===== src/rtl/game_flow_ctl.sv =====
// game_flow_ctl: IDLE -> WAIT -> GAME -> SCORE sequencer for the two-player duck game.
// Owns the round timer, the local score, the opponent score capture and the winner code.
// Optional build macro GAME_PAUSE_EN adds a pause input that freezes the round while held.
module game_flow_ctl #(
  parameter int CLK_HZ         = 75000000,
  parameter int ROUND_S        = 30,
  parameter int WAIT_TIMEOUT_S = 60,
  parameter int SCORE_W        = 8,
  parameter int TIME_W         = 7
) (
  input  logic               pclk,
  input  logic               rst,
  input  logic               play_clicked,
  input  logic               remote_start,
  input  logic               stop_req,
  input  logic               duck_hit,
  input  logic [SCORE_W-1:0] op_score,
  input  logic               op_score_valid,
`ifdef GAME_PAUSE_EN
  input  logic               pause,
`endif
  output logic [1:0]         state,
  output logic               start_req,
  output logic               new_target,
  output logic [SCORE_W-1:0] my_score,
  output logic [TIME_W-1:0]  time_left,
  output logic [1:0]         winner
);

  localparam int PRESC_W = (CLK_HZ > 1) ? $clog2(CLK_HZ) : 1;
  localparam int TMO_W   = (WAIT_TIMEOUT_S > 1) ? $clog2(WAIT_TIMEOUT_S + 1) : 1;
  localparam logic [PRESC_W-1:0] PRESC_LAST = PRESC_W'(CLK_HZ - 1);
  localparam logic [TMO_W-1:0]   TMO_LAST   = TMO_W'(WAIT_TIMEOUT_S - 1);
  localparam logic [TIME_W-1:0]  ROUND_T    = TIME_W'(ROUND_S);
  localparam logic [SCORE_W-1:0] SCORE_MAX  = '1;

  typedef enum logic [1:0] {
    S_IDLE  = 2'b00,
    S_WAIT  = 2'b01,
    S_GAME  = 2'b10,
    S_SCORE = 2'b11
  } state_t;

  state_t              cur_state;
  state_t              next_state;
  logic [PRESC_W-1:0]  presc;
  logic [TMO_W-1:0]    tmo_cnt;
  logic                remote_seen;
  logic                op_captured;
  logic                paused;
  logic                tick;
  logic                game_run;
  logic                hit_ok;
  logic                state_change;
  logic                enter_game;
  logic                score_to_idle;

`ifdef GAME_PAUSE_EN
  assign paused = pause;
`else
  assign paused = 1'b0;
`endif

  assign tick          = (presc == PRESC_LAST);
  assign game_run      = (cur_state == S_GAME) && !paused;
  assign hit_ok        = duck_hit && game_run;
  assign state_change  = (next_state != cur_state);
  assign enter_game    = (next_state == S_GAME) && (cur_state != S_GAME);
  assign score_to_idle = (cur_state == S_SCORE) && (next_state == S_IDLE);
  assign state         = cur_state;

  // State register
  always_ff @(posedge pclk or posedge rst) begin
    if (rst) cur_state <= S_IDLE;
    else     cur_state <= next_state;
  end

  // Next-state decode; in WAIT a remote start beats stop, which beats the timeout
  always_comb begin
    next_state = cur_state;
    case (cur_state)
      S_IDLE:  if (play_clicked) next_state = S_WAIT;
      S_WAIT: begin
        if (remote_seen || remote_start)       next_state = S_GAME;
        else if (stop_req)                     next_state = S_IDLE;
        else if (tick && (tmo_cnt == TMO_LAST)) next_state = S_IDLE;
      end
      S_GAME: begin
        if (stop_req)                                             next_state = S_SCORE;
        else if (game_run && tick && (time_left == TIME_W'(1)))   next_state = S_SCORE;
      end
      S_SCORE: if (play_clicked) next_state = S_IDLE;
      default: next_state = S_IDLE;
    endcase
  end

  // One-second prescaler, restarted on every state change and frozen while paused in GAME
  always_ff @(posedge pclk or posedge rst) begin
    if (rst)                                  presc <= '0;
    else if (state_change)                    presc <= '0;
    else if ((cur_state == S_GAME) && paused) presc <= presc;
    else if (tick)                            presc <= '0;
    else                                      presc <= presc + PRESC_W'(1);
  end

  // Counts elapsed seconds in WAIT for the no-opponent timeout
  always_ff @(posedge pclk or posedge rst) begin
    if (rst)                                 tmo_cnt <= '0;
    else if (state_change)                   tmo_cnt <= '0;
    else if ((cur_state == S_WAIT) && tick)  tmo_cnt <= tmo_cnt + TMO_W'(1);
  end

  // Remembers an opponent start so it is not lost if it arrives before the local click
  always_ff @(posedge pclk or posedge rst) begin
    if (rst)                                         remote_seen <= 1'b0;
    else if (enter_game || score_to_idle)            remote_seen <= 1'b0;
    else if (remote_start && (cur_state != S_GAME))  remote_seen <= 1'b1;
  end

  // Opponent score is accepted once per round; winner is resolved at the capture edge
  always_ff @(posedge pclk or posedge rst) begin
    if (rst) begin
      op_captured <= 1'b0;
      winner      <= 2'd0;
    end else if (enter_game) begin
      op_captured <= 1'b0;
      winner      <= 2'd0;
    end else if ((cur_state == S_SCORE) && op_score_valid && !op_captured) begin
      op_captured <= 1'b1;
      if (my_score > op_score)      winner <= 2'd1;
      else if (my_score < op_score) winner <= 2'd2;
      else                          winner <= 2'd3;
    end
  end

  // Local score and round timer; a hit on the final edge of the round still counts
  always_ff @(posedge pclk or posedge rst) begin
    if (rst) begin
      my_score  <= '0;
      time_left <= '0;
    end else if (enter_game) begin
      my_score  <= '0;
      time_left <= ROUND_T;
    end else begin
      if (hit_ok && (my_score != SCORE_MAX)) my_score <= my_score + SCORE_W'(1);
      if (game_run && tick && !stop_req)     time_left <= time_left - TIME_W'(1);
    end
  end

  // Single-cycle pulses toward the UART and the target generator
  always_ff @(posedge pclk or posedge rst) begin
    if (rst) begin
      start_req  <= 1'b0;
      new_target <= 1'b0;
    end else begin
      start_req  <= (cur_state == S_IDLE) && (next_state == S_WAIT);
      new_target <= enter_game || hit_ok;
    end
  end

endmodule


===== config.mk =====
export PLATFORM = sky130hd
export DESIGN_NAME = game_flow_ctl
export DESIGN_NICKNAME = d
export VERILOG_FILES = /design/src/rtl/game_flow_ctl.sv
export SDC_FILE = /design/constraint.sdc
export NUM_CORES = 1
export LEC_CHECK = 0
export CAP_MARGIN = 30
export CORE_MARGIN = 2
export CORE_UTILIZATION = 38
export DETAILED_ROUTE_END_ITERATION = 12
export SLEW_MARGIN = 20
export SYNTH_ARGS = -nofsm -noshare
export SYNTH_HDL_FRONTEND = slang
export SYNTH_SLANG_ARGS = --single-unit

===== constraint.sdc =====
create_clock -name pclk -period 2.5 [get_ports pclk]
set_input_delay 0.25 -clock pclk [delete_from_list [all_inputs] [get_ports pclk]]
set_output_delay 0.25 -clock pclk [all_outputs]
set_load 0.05 [all_outputs]

# Yosys cells after proc, flatten, opt, wreduce, memory -nomap -nowiden
# Cells that the tools add are included.
# W data, S select, Z words.
# word_totals
output_inout_bits,21
inputBits,15
regBits,56
wordCells,76
# op_classes
n_lt_le_gt_ge,2
mux,24
addsub,4
eq_ne,11
n_reduce_logical,25
# op_table
op,n
$mux W27,2
$add A27 B1 Y27 const B,1
$eq A27 B27 Y1 const B,1
$mux W2,10
$mux W8,2
$mux W7,2
$logic_and A1 B1 Y1,13
$mux W6,2
$reduce_bool A2 Y1,5
$add A8 B1 Y8 const B,1
$gt A8 B8 Y1,1
$lt A8 B8 Y1,1
$ne A8 B8 Y1 const B,1
$pmux W2 S4,1
$eq A7 B1 Y1 const B,1
$sub A7 B1 Y7 const B,1
$add A6 B1 Y6 const B,1
$eq A2 B2 Y1 const B,3
$eq A6 B6 Y1 const B,1
$mux W1,5
$eq A2 B1 Y1 const B,2
$logic_not A2 Y1,2
$logic_or A1 B1 Y1,3
$logic_not A1 Y1,2
other kinds (2),2

# Depth between registers and ports, before layout
# Gate-level depths: netlist of the first run.
# logic_depth
ltp_word,10
depth_mapped,8
depth_no_buf,8

# Worst setup path after synthesis of the first run
# No wires, ideal clock.
# synth_path
kind,register to register
start,register my_score[0]
end,register my_score[7]
path_slack_ns,0.430
path_stages_with_launch,8
arrival_ns,1.931
path_cell_list,dfrtp_1 -> ha_1 -> and3_1 -> a31oi_2 -> and4_1 -> nand3_1 -> xor2_1 -> nor2_1
# synth_via
elab_chain_cells,3
elab_cells_between_ends,6
# synth_rtl
item,line_no,rtl
start: declaration,25,"output logic [SCORE_W-1:0] my_score,"
start signal: assignment,145,if (hit_ok && (my_score != SCORE_MAX)) my_score <= my_score + SCORE_W'(1);
$add A8 B1 Y8 or $ne A8 B8 Y1 (tied branches),145,
$mux W8 or $logic_and A1 B1 Y1 (tied branches),145,
$mux W8 or $reduce_bool A2 Y1 (tied branches),--,
# Several ways; a longest one is shown, not always the timed one. The select of a mux whose other input is x is not followed.
# A chain may end at the register's enable or synchronous reset.

# Worst setup path after layout of the first run
# layout_path
start,register cur_state[0] (netlist: state[0])
end,output state[0]
# layout_lines
item,line_no,rtl
start: declaration,44,state_t cur_state;
start signal: assignment,75,else cur_state <= next_state;
end: declaration,22,"output logic [1:0] state,"
# No word-level cell between the ends.

==> impl_metrics.json, run 1 <==
{
  "p_leak_nw": 1.56,
  "ir_drop_mv": 0.294,
  "max_cap_viol_count": 0,
  "endpoint_kind": "primary output",
  "slowest_stage": "clkdlybuf4s50_1",
  "cts_buffers": 5,
  "die_x_um": 93.1,
  "report.final.slew_viol_count": 0,
  "rows": 32,
  "placed_cell_area_um2": 3480,
  "ys_seq_area_share_pct": 46.5,
  "slew_headroom_pct": 61.7,
  "antenna_found_initial": 0,
  "start_util_pct": 39.0,
  "synth.area.top_cells": "dfrtp_1, xor2_1, nor2_1",
  "fin_util_pct": 46.6,
  "place_congestion": 0.792,
  "pwr-share-seq_pct": 43.1,
  "grt_usage_pct": 14.6,
  "required_ns": 2.25,
  "period_minus_slack_ns": 2.05,
  "hold_path.class": "in -> async",
  "synth.avg_cell_area_um2": 9.64,
  "n_antenna_cell": 0,
  "async_reset_ff_share_pct": 100,
  "cts_hold_buf": 0,
  "pre_cts_slack_ns": 0.369,
  "synth_fp_nets": 341,
  "rsz0062_at_grt": "no",
  "fin_setup_tns_ns": 0,
  "outcome": "finished clean",
  "fin_cells": 453,
  "setup_ws_ns": 0.449,
  "grt_max_degree": 36,
  "clockPowerShare_pct": 24.0,
  "synth_top_area_share_pct": 46.5,
  "yosysWarnings": 0,
  "layout-drive-gt1-share_pct": 7.41,
  "area_delta_synth_final_pct": 19.3,
  "viasPerCell": 4.98,
  "drt_wl_total_um": 5960,
  "tightestPinTransition_ns": 0.575,
  "design_area_um2": 3600,
  "netlist_area_um2": 3020,
  "clkTransAtPathRegs_ns": 0.10,
  "dp_cells": 445,
  "die-area_um2": 8670,
  "die_height_um": 93.1,
  "setup_violations": 0,
  "netlist_instances": 313,
  "fin_skew_ns": 0.00630,
  "crit_chain": "clkdlybuf4s50_1",
  "crit_type": "reg -> out",
  "finalCritPeriodShare_pct": 82.0,
  "grt_overflow": 0,
  "internal-power_mw": 1.61,
  "drtIter0Drc": 66,
  "synthFlopType": "dfrtp_1",
  "nNetsFinal": 378,
  "ys_ff_latch": 56,
  "port_buffers": 35,
  "max_freq_ghz": 0.488,
  "routedWlPerCell_um": 13.1,
  "post_cts_buffers": 0,
  "clockBufferDepth": 2,
  "synth_cell_types": 46,
  "crit_fanout": 16,
  "swShare_pct": 37.6,
  "crit_arrival_ns": 1.80,
  "p_sw_mw": 0.967,
  "cts_max_level": 2,
  "num_vias": 2256,
  "critPathBufInv": 1,
  "power_density_nw_per_um2": 715,
  "final_cell_mix": "dfrtp_1, nor2_1, clkdlybuf4s50_1",
  "io_pins": 36,
  "insertion_delay_ns": 0.31,
  "pwr-share-comb_pct": 32.9,
  "grt_pass1_wl_um": 10100,
  "cts_tree": "yes",
  "drt.antenna.violating_nets": 0,
  "cp_top_family": "buffers and inverters",
  "hpwl_um": 4350,
  "first_pass_iters": 4,
  "route.detailed.drc": 0,
  "first_global_vias": 2094,
  "worst_setup_path_start_kind": "register",
  "core_area_um2": 7730,
  "ctsResizeCount": 0,
  "hold_viol_final": 0,
  "final_common_cell": "dfrtp_1",
  "synth_edf_count": 0,
  "critPathMaxStageDelay_ns": 0.89,
  "root_buffer": "clkbuf_8",
  "yosys.area.top_type": "dfrtp_1",
  "clkSinkCount": 56
}
Yosys cell counts, types with 6 or more instances:
cell type  instances
nand2_1           26
inv_1             15
nand4_1           13
xnor2_1           13
a21oi_1            9
ha_1              13
nand3_1           13
nand2b_1           6
dfrtp_1           56
xor2_1            28
nor2_1            53
power groups by stage:
stage	combinational, mW	sequential (mW)	clock, mW
5_1_grt	0.925	1.13	0.683
3_3_place_gp	0.858	1.13	0
2_1_floorplan	0.472	1.27	0
6_report	0.847	1.11	0.619
3_5_place_dp	0.862	1.13	0
4_1_cts	0.864	1.11	0.642
cell families after synthesis:
logic type	count (synthesis)	share of synthesized area, %
XOR/XNOR	41	11.9
AND/OR/NAND/NOR	153	26.8
buffers and inverters	23	3.57
adder cells (fa/ha/maj)	13	5.39
multiplexers	2	0.664
AO/OA/AOI/OAI	25	5.23
flip-flops	56	46.5
state kept, by name (all words and copies together) (netlist names):
signal and count:
my_score 8, new_target 1, op_captured 1, presc 27, remote_seen 1, start_req 1, state 2, time_left 7
tmo_cnt 6, winner 2
per-layer routing:
metal	up-vias	global-route usage (%)	routed length, um
met5	-	0	0
met4	0	3.92	46
li1	1131	-	-
met1	1085	21.4	3030
met2	36	22.3	2670
met3	4	2.82	201
through the flow:
stage	hold WS, ns	power (mW)
after floorplan	0.411	1.74
after global placement	0.466	1.98
after detailed placement	0.482	1.99
after CTS	0.289	2.62
after global routing	0.327	2.74
final	0.280	2.57
final timing paths:
| check | startpoint | endpoint | slack [ns] | cells after the start |
|---|---|---|---|---|
| max | state[0] | state[0] | 0.45 | 1 |
| min | rst | time_left[4] | 0.28 | 2 |
| max reg2reg | time_left[2] | presc[10] | 0.55 | 7 |
| min reg2reg | presc[0] | presc[0] | 0.50 | 1 |
| max in group asynchronous | rst | time_left[0] | 1.67 | 3 |
| min in group pclk | presc[0] | presc[0] | 0.50 | 1 |
cell type report:
| type | count | area, um^2 |
|---|---|---|
| timing repair buffer | 38 | 385 |
| clock inverter | 2 | 38.8 |
| clock buffer | 6 | 82.6 |
| tap | 102 | 128 |
| sequential | 56 | 1400 |
| fill | 750 | 4130 |
| multi-input combinational | 234 | 1510 |
| inverter | 15 | 56.3 |
No activity file was read; power rests on OpenSTA's default activity.
==> run 2, diff against run 1 <==
==> constraint.sdc (replaced) <==
create_clock -name pclk -period 1.8 [get_ports pclk]
set_input_delay 0.18 -clock pclk [delete_from_list [all_inputs] [get_ports pclk]]
set_output_delay 0.18 -clock pclk [all_outputs]
set_load 0.05 [all_outputs]
==> impl_metrics.json, run 2 (synthesized netlist as in run 1, its figures left out) <==
{
  "max_cap_viol_count": 0,
  "grt_usage_pct": 15.1,
  "root_buffer": "clkbuf_8",
  "largestRegisters": "presc: 27 flops, my_score: 8 flops, time_left: 7 flops",
  "critPathBufInv": 1,
  "clkSinkCount": 56,
  "n_antenna_cell": 0,
  "port_buffers": 35,
  "die-area_um2": 8670,
  "endpoint_kind": "register",
  "route.detailed.drc": 0,
  "clockBufferDepth": 2,
  "drt_wl_total_um": 6360,
  "drt.antenna.violating_nets": 0,
  "rsz0062_at_grt": "yes",
  "top_register": "presc",
  "cts_buffers": 5,
  "fin_cells": 486,
  "fillers": 719,
  "p_leak_nw": 1.79,
  "die_height_um": 93.1,
  "swShare_pct": 38.8,
  "placed_cell_area_um2": 3730,
  "place_congestion": 0.761,
  "layout-drive-gt1-share_pct": 26.3,
  "nNetsFinal": 412,
  "setup_violations": 0,
  "die_x_um": 93.1,
  "insertion_delay_ns": 0.30,
  "critPathMaxStageDelay_ns": 0.42,
  "slowest_stage": "dfrtp_2",
  "p_sw_mw": 1.53,
  "required_ns": 2.00,
  "finalPower_mw": 3.94,
  "core_area_um2": 7730,
  "grt_overflow": 0,
  "area_delta_synth_final_pct": 34.3,
  "internal-power_mw": 2.41,
  "regToRegEndpoint": "presc[15]",
  "design_area_um2": 4050,
  "viasPerCell": 4.86,
  "fin_hold_ws_ns": 0.254,
  "final_cell_mix": "dfrtp_1, nor2_1, buf_4",
  "clockPowerShare_pct": 16.4,
  "reg2regPathDepth": 7,
  "hold_path.class": "in -> async",
  "r2r-start": "time_left[4]",
  "pwr-share-comb_pct": 44.7,
  "crit_fanout": 5,
  "dp_cells": 473,
  "max_freq_ghz": 0.563,
  "hold_viol_final": 0,
  "io_pins": 36,
  "start_util_pct": 39.0,
  "grt_pass1_wl_um": 10400,
  "period_minus_slack_ns": 1.78,
  "fin_skew_ns": 0.00547,
  "outcome": "finished clean",
  "cts_max_level": 2,
  "reg2reg_slack_ns": 0.02,
  "power_density_nw_per_um2": 973,
  "ir_drop_mv": 0.524,
  "num_vias": 2362,
  "pwr-share-seq_pct": 38.9,
  "first_global_vias": 2255,
  "final_common_cell": "dfrtp_1",
  "first_pass_iters": 4,
  "grt_max_degree": 57,
  "tightestPinTransition_ns": 0.697,
  "largest_register_ffs": 27,
  "cp_top_family": "simple AND/OR/NAND/NOR gates",
  "worst_setup_path_start_kind": "register",
  "drtIter0Drc": 61,
  "crit_arrival_ns": 1.97,
  "hpwl_um": 4520,
  "routedWlPerCell_um": 13.1,
  "rows": 32,
  "cts_tree": "yes",
  "antenna_found_initial": 0,
  "report.final.slew_viol_count": 0,
  "crit_chain": "or3_4 -> nor2_4 -> nand3b_1 -> o21ai_2 -> a31o_4 -> clkbuf_16 -> nor2_2",
  "clkTransAtPathRegs_ns": 0.09,
  "crit_type": "reg -> reg",
  "finalCritPeriodShare_pct": 98.7,
  "slew_headroom_pct": 53.4
}
==> run 2: cell count changes in the layout (fill, tap and decap cells not counted), sizes merged <==
cell,delta
clkbuf,+2
dlymetal6s2s,+4
clkdlybuf4s50,-10
bufinv,-1
buf,+38
==> run 2: area by class of cell <==
| type | instances | area, um^2 | area share [%] |
|---|---|---|---|
| timing repair buffer | 72 | 699 | 17.3 |
| sequential | 56 | 1410 | 34.8 |
| clock buffer | 6 | 72.6 | 1.79 |
| clock inverter | 1 | 5.00 | 0.124 |
| multi-input combinational | 234 | 1680 | 41.4 |
| inverter | 15 | 56.3 | 1.39 |
| tap | 102 | 128 | 3.15 |
==> run 2: worst max path at each step <==
| stage | to | cells after the start | start |
|---|---|---|---|
| 2_1_floorplan | my_score[7] | 7 | my_score[0] |
| 3_3_place_gp | tmo_cnt[4] | 6 | presc[9] |
| 3_5_place_dp | presc[2] | 8 | stop_req |
| 4_1_cts | time_left[2] | 2 | time_left[2] |
| 5_1_grt | presc[15] | 7 | time_left[4] |
| 6_report | presc[15] | 7 | time_left[4] |
==> run 2: routing by layer <==
metal | vias up | global-route usage, % | wire length, um
met5 | - | 0 | 0
met4 | 0 | 3.68 | 46
met3 | 5 | 2.42 | 169
met2 | 33 | 24.6 | 3020
met1 | 1121 | 21.0 | 3120
li1 | 1203 | - | -
==> run 2: timing repair <==
| item | 4_1_cts | 5_1_grt |
|---|---|---|
| setup endpoints to repair | 3 | 32 |
| hold buffers | 0 | 0 |
| pin swaps | 0 | 14 |
| gates resized for setup | 1 | 42 |
| cloned | 0 | 3 |
| setup buffers | 0 | 3 |
==> run 2: power groups by stage <==
stage / Combinational [mW] / Sequential, mW / Clock, mW
after floorplan: 0.676 / 1.77 / 0
after global placement: 1.40 / 1.56 / 0
after detailed placement: 1.41 / 1.56 / 0
after CTS: 1.41 / 1.53 / 0.680
after global routing: 1.90 / 1.55 / 0.716
final: 1.76 / 1.53 / 0.648
==> run 2: worst register-to-register path: stages, from the launching register on <==
cell and delay, ns:
dfrtp_2 0.42, or3_4 0.41, nor2_4 0.10, nand3b_1 0.13, o21ai_2 0.15, a31o_4 0.23, clkbuf_16 0.18, nor2_2 0.04
==> run 2: per-stage QoR <==
| stage | setup TNS, ns | util, % | setup slack, ns |
|---|---|---|---|
| 6_report | 0 | 52.4 | 0.0239 |
| 5_1_grt | -1.11 | 52.4 | -0.0701 |
| 4_1_cts | 0 | 49.3 | 0.0123 |
| 3_5_place_dp | -0.860 | 48.3 | -0.0742 |
| 3_3_place_gp | -0.0599 | 48.3 | -0.0275 |
| 2_1_floorplan | -0.0318 | - | -0.0315 |
==> run 3, diff against run 2 <==
==> constraint.sdc (replaced) <==
create_clock -name pclk -period 2.2 [get_ports pclk]
set_input_delay 0.22 -clock pclk [delete_from_list [all_inputs] [get_ports pclk]]
set_output_delay 0.22 -clock pclk [all_outputs]
set_load 0.05 [all_outputs]
==> impl_metrics.json, run 3 (synthesized netlist as in run 1, its figures left out) <==
{
  "largestRegisters": "presc: 27 flops, my_score: 8 flops, time_left: 7 flops",
  "core_area_um2": 7730,
  "setup_violations": 0,
  "first_global_vias": 2140,
  "drt.antenna.violating_nets": 0,
  "die_x_um": 93.1,
  "n_antenna_cell": 0,
  "swShare_pct": 36.5,
  "crit_chain": "clkdlybuf4s50_1",
  "root_buffer": "clkbuf_8",
  "grt_usage_pct": 14.8,
  "insertion_delay_ns": 0.31,
  "final_common_cell": "dfrtp_1",
  "max_cap_viol_count": 0,
  "report.final.slew_viol_count": 0,
  "final_cell_mix": "dfrtp_1, nor2_1, clkdlybuf4s50_1",
  "design_area_um2": 3670,
  "finalCritPeriodShare_pct": 92.1,
  "die-area_um2": 8670,
  "placed_cell_area_um2": 3540,
  "tightestPinTransition_ns": 0.507,
  "r2r-start": "my_score[0]",
  "outcome": "finished clean",
  "route.detailed.drc": 0,
  "max_freq_ghz": 0.494,
  "clockBufferDepth": 2,
  "crit_type": "reg -> out",
  "p_sw_mw": 1.11,
  "power_density_nw_per_um2": 825,
  "viasPerCell": 4.90,
  "first_pass_iters": 4,
  "critPathMaxStageDelay_ns": 0.89,
  "crit_arrival_ns": 1.81,
  "cts_buffers": 5,
  "period_minus_slack_ns": 2.03,
  "internal-power_mw": 1.92,
  "nNetsFinal": 386,
  "dp_cells": 453,
  "post_cts_buffers": 0,
  "reg2regPathDepth": 7,
  "hpwl_um": 4300,
  "hold_viol_final": 0,
  "rows": 32,
  "antenna_found_initial": 0,
  "critPathBufInv": 1,
  "cts_tree": "yes",
  "clkTransAtPathRegs_ns": 0.10,
  "cts_max_level": 2,
  "grt_max_degree": 57,
  "grt_pass1_wl_um": 10300,
  "fin_skew_ns": 0.00919,
  "reg2reg_slack_ns": 0.30,
  "hold_path.class": "in -> async",
  "io_pins": 36,
  "ir_drop_mv": 0.415,
  "finalPower_mw": 3.03,
  "pwr-share-seq_pct": 41.8,
  "slew_headroom_pct": 66.1,
  "grt_overflow": 0,
  "required_ns": 1.98,
  "clkSinkCount": 56,
  "drt_wl_total_um": 6010,
  "endpoint_kind": "primary output",
  "pwr-share-comb_pct": 32.7,
  "slowest_stage": "clkdlybuf4s50_1",
  "fin_setup_tns_ns": 0,
  "num_vias": 2256,
  "crit_fanout": 16,
  "drtIter0Drc": 89,
  "top_register": "presc",
  "cp_top_family": "buffers and inverters",
  "fin_cells": 460,
  "place_congestion": 0.739,
  "rsz0062_at_grt": "no",
  "largest_register_ffs": 27,
  "clockPowerShare_pct": 25.5,
  "port_buffers": 35,
  "layout-drive-gt1-share_pct": 9.50,
  "routedWlPerCell_um": 13.1,
  "regToRegEndpoint": "my_score[7]",
  "area_delta_synth_final_pct": 21.6,
  "fillers": 738,
  "worst_setup_path_start_kind": "register",
  "start_util_pct": 39.0,
  "p_leak_nw": 1.60,
  "die_height_um": 93.1
}
-- run 3: power by group through the flow --
| stage | clock network [mW] | registers [mW] | logic (mW) |
|---|---|---|---|
| 2_1_floorplan | 0 | 1.44 | 0.536 |
| 3_3_place_gp | 0 | 1.28 | 0.989 |
| 3_5_place_dp | 0 | 1.28 | 0.997 |
| 4_1_cts | 0.795 | 1.26 | 1.00 |
| 5_1_grt | 0.837 | 1.29 | 1.09 |
| 6_report | 0.771 | 1.26 | 0.990 |
-- run 3: metrics by stage --
step / utilization, % / hold slack, ns / setup slack [ns]
global placement: 45.8 / 0.482 / 0.108
detailed placement: 45.8 / 0.495 / 0.0296
global route: 47.5 / 0.293 / 0.0792
finish: 47.5 / 0.279 / 0.174
CTS: 47.5 / 0.289 / 0.0639
floorplan: - / 0.381 / 0.130
-- run 3: area by class of cell --
class	instances	area (um^2)	share of cell area, %
multi-input combinational	234	1510	41.1
sequential	56	1400	38.2
inverter	15	56.3	1.54
tap	102	128	3.48
timing repair buffer	46	445	12.1
clock inverter	2	60.1	1.64
clock buffer	5	68.8	1.88
-- run 3: metal layers --
metal / routed length (um) / GRT usage (%) / vias up
li1: - / - / 1142
met1: 3040 / 21.0 / 1079
met2: 2760 / 23.6 / 30
met3: 162 / 2.82 / 5
met4: 53 / 3.68 / 0
met5: 0 / 0 / -
-- run 3: worst max-delay path by stage --
stage	start	to	slack, ns	cells after the start
finish	state[0]	state[0]	0.17	1
global route	state[0]	state[0]	0.08	1
CTS	time_left[3]	presc[23]	0.06	6
detailed placement	stop_req	presc[23]	0.03	7
global placement	stop_req	presc[16]	0.11	7
floorplan	my_score[0]	my_score[7]	0.13	7
-- run 3: repair_timing --
| action | 4_1_cts | 5_1_grt |
|---|---|---|
| gates resized for setup | 0 | 1 |
| hold buffers | 0 | 0 |
| setup endpoints to repair | 0 | 19 |
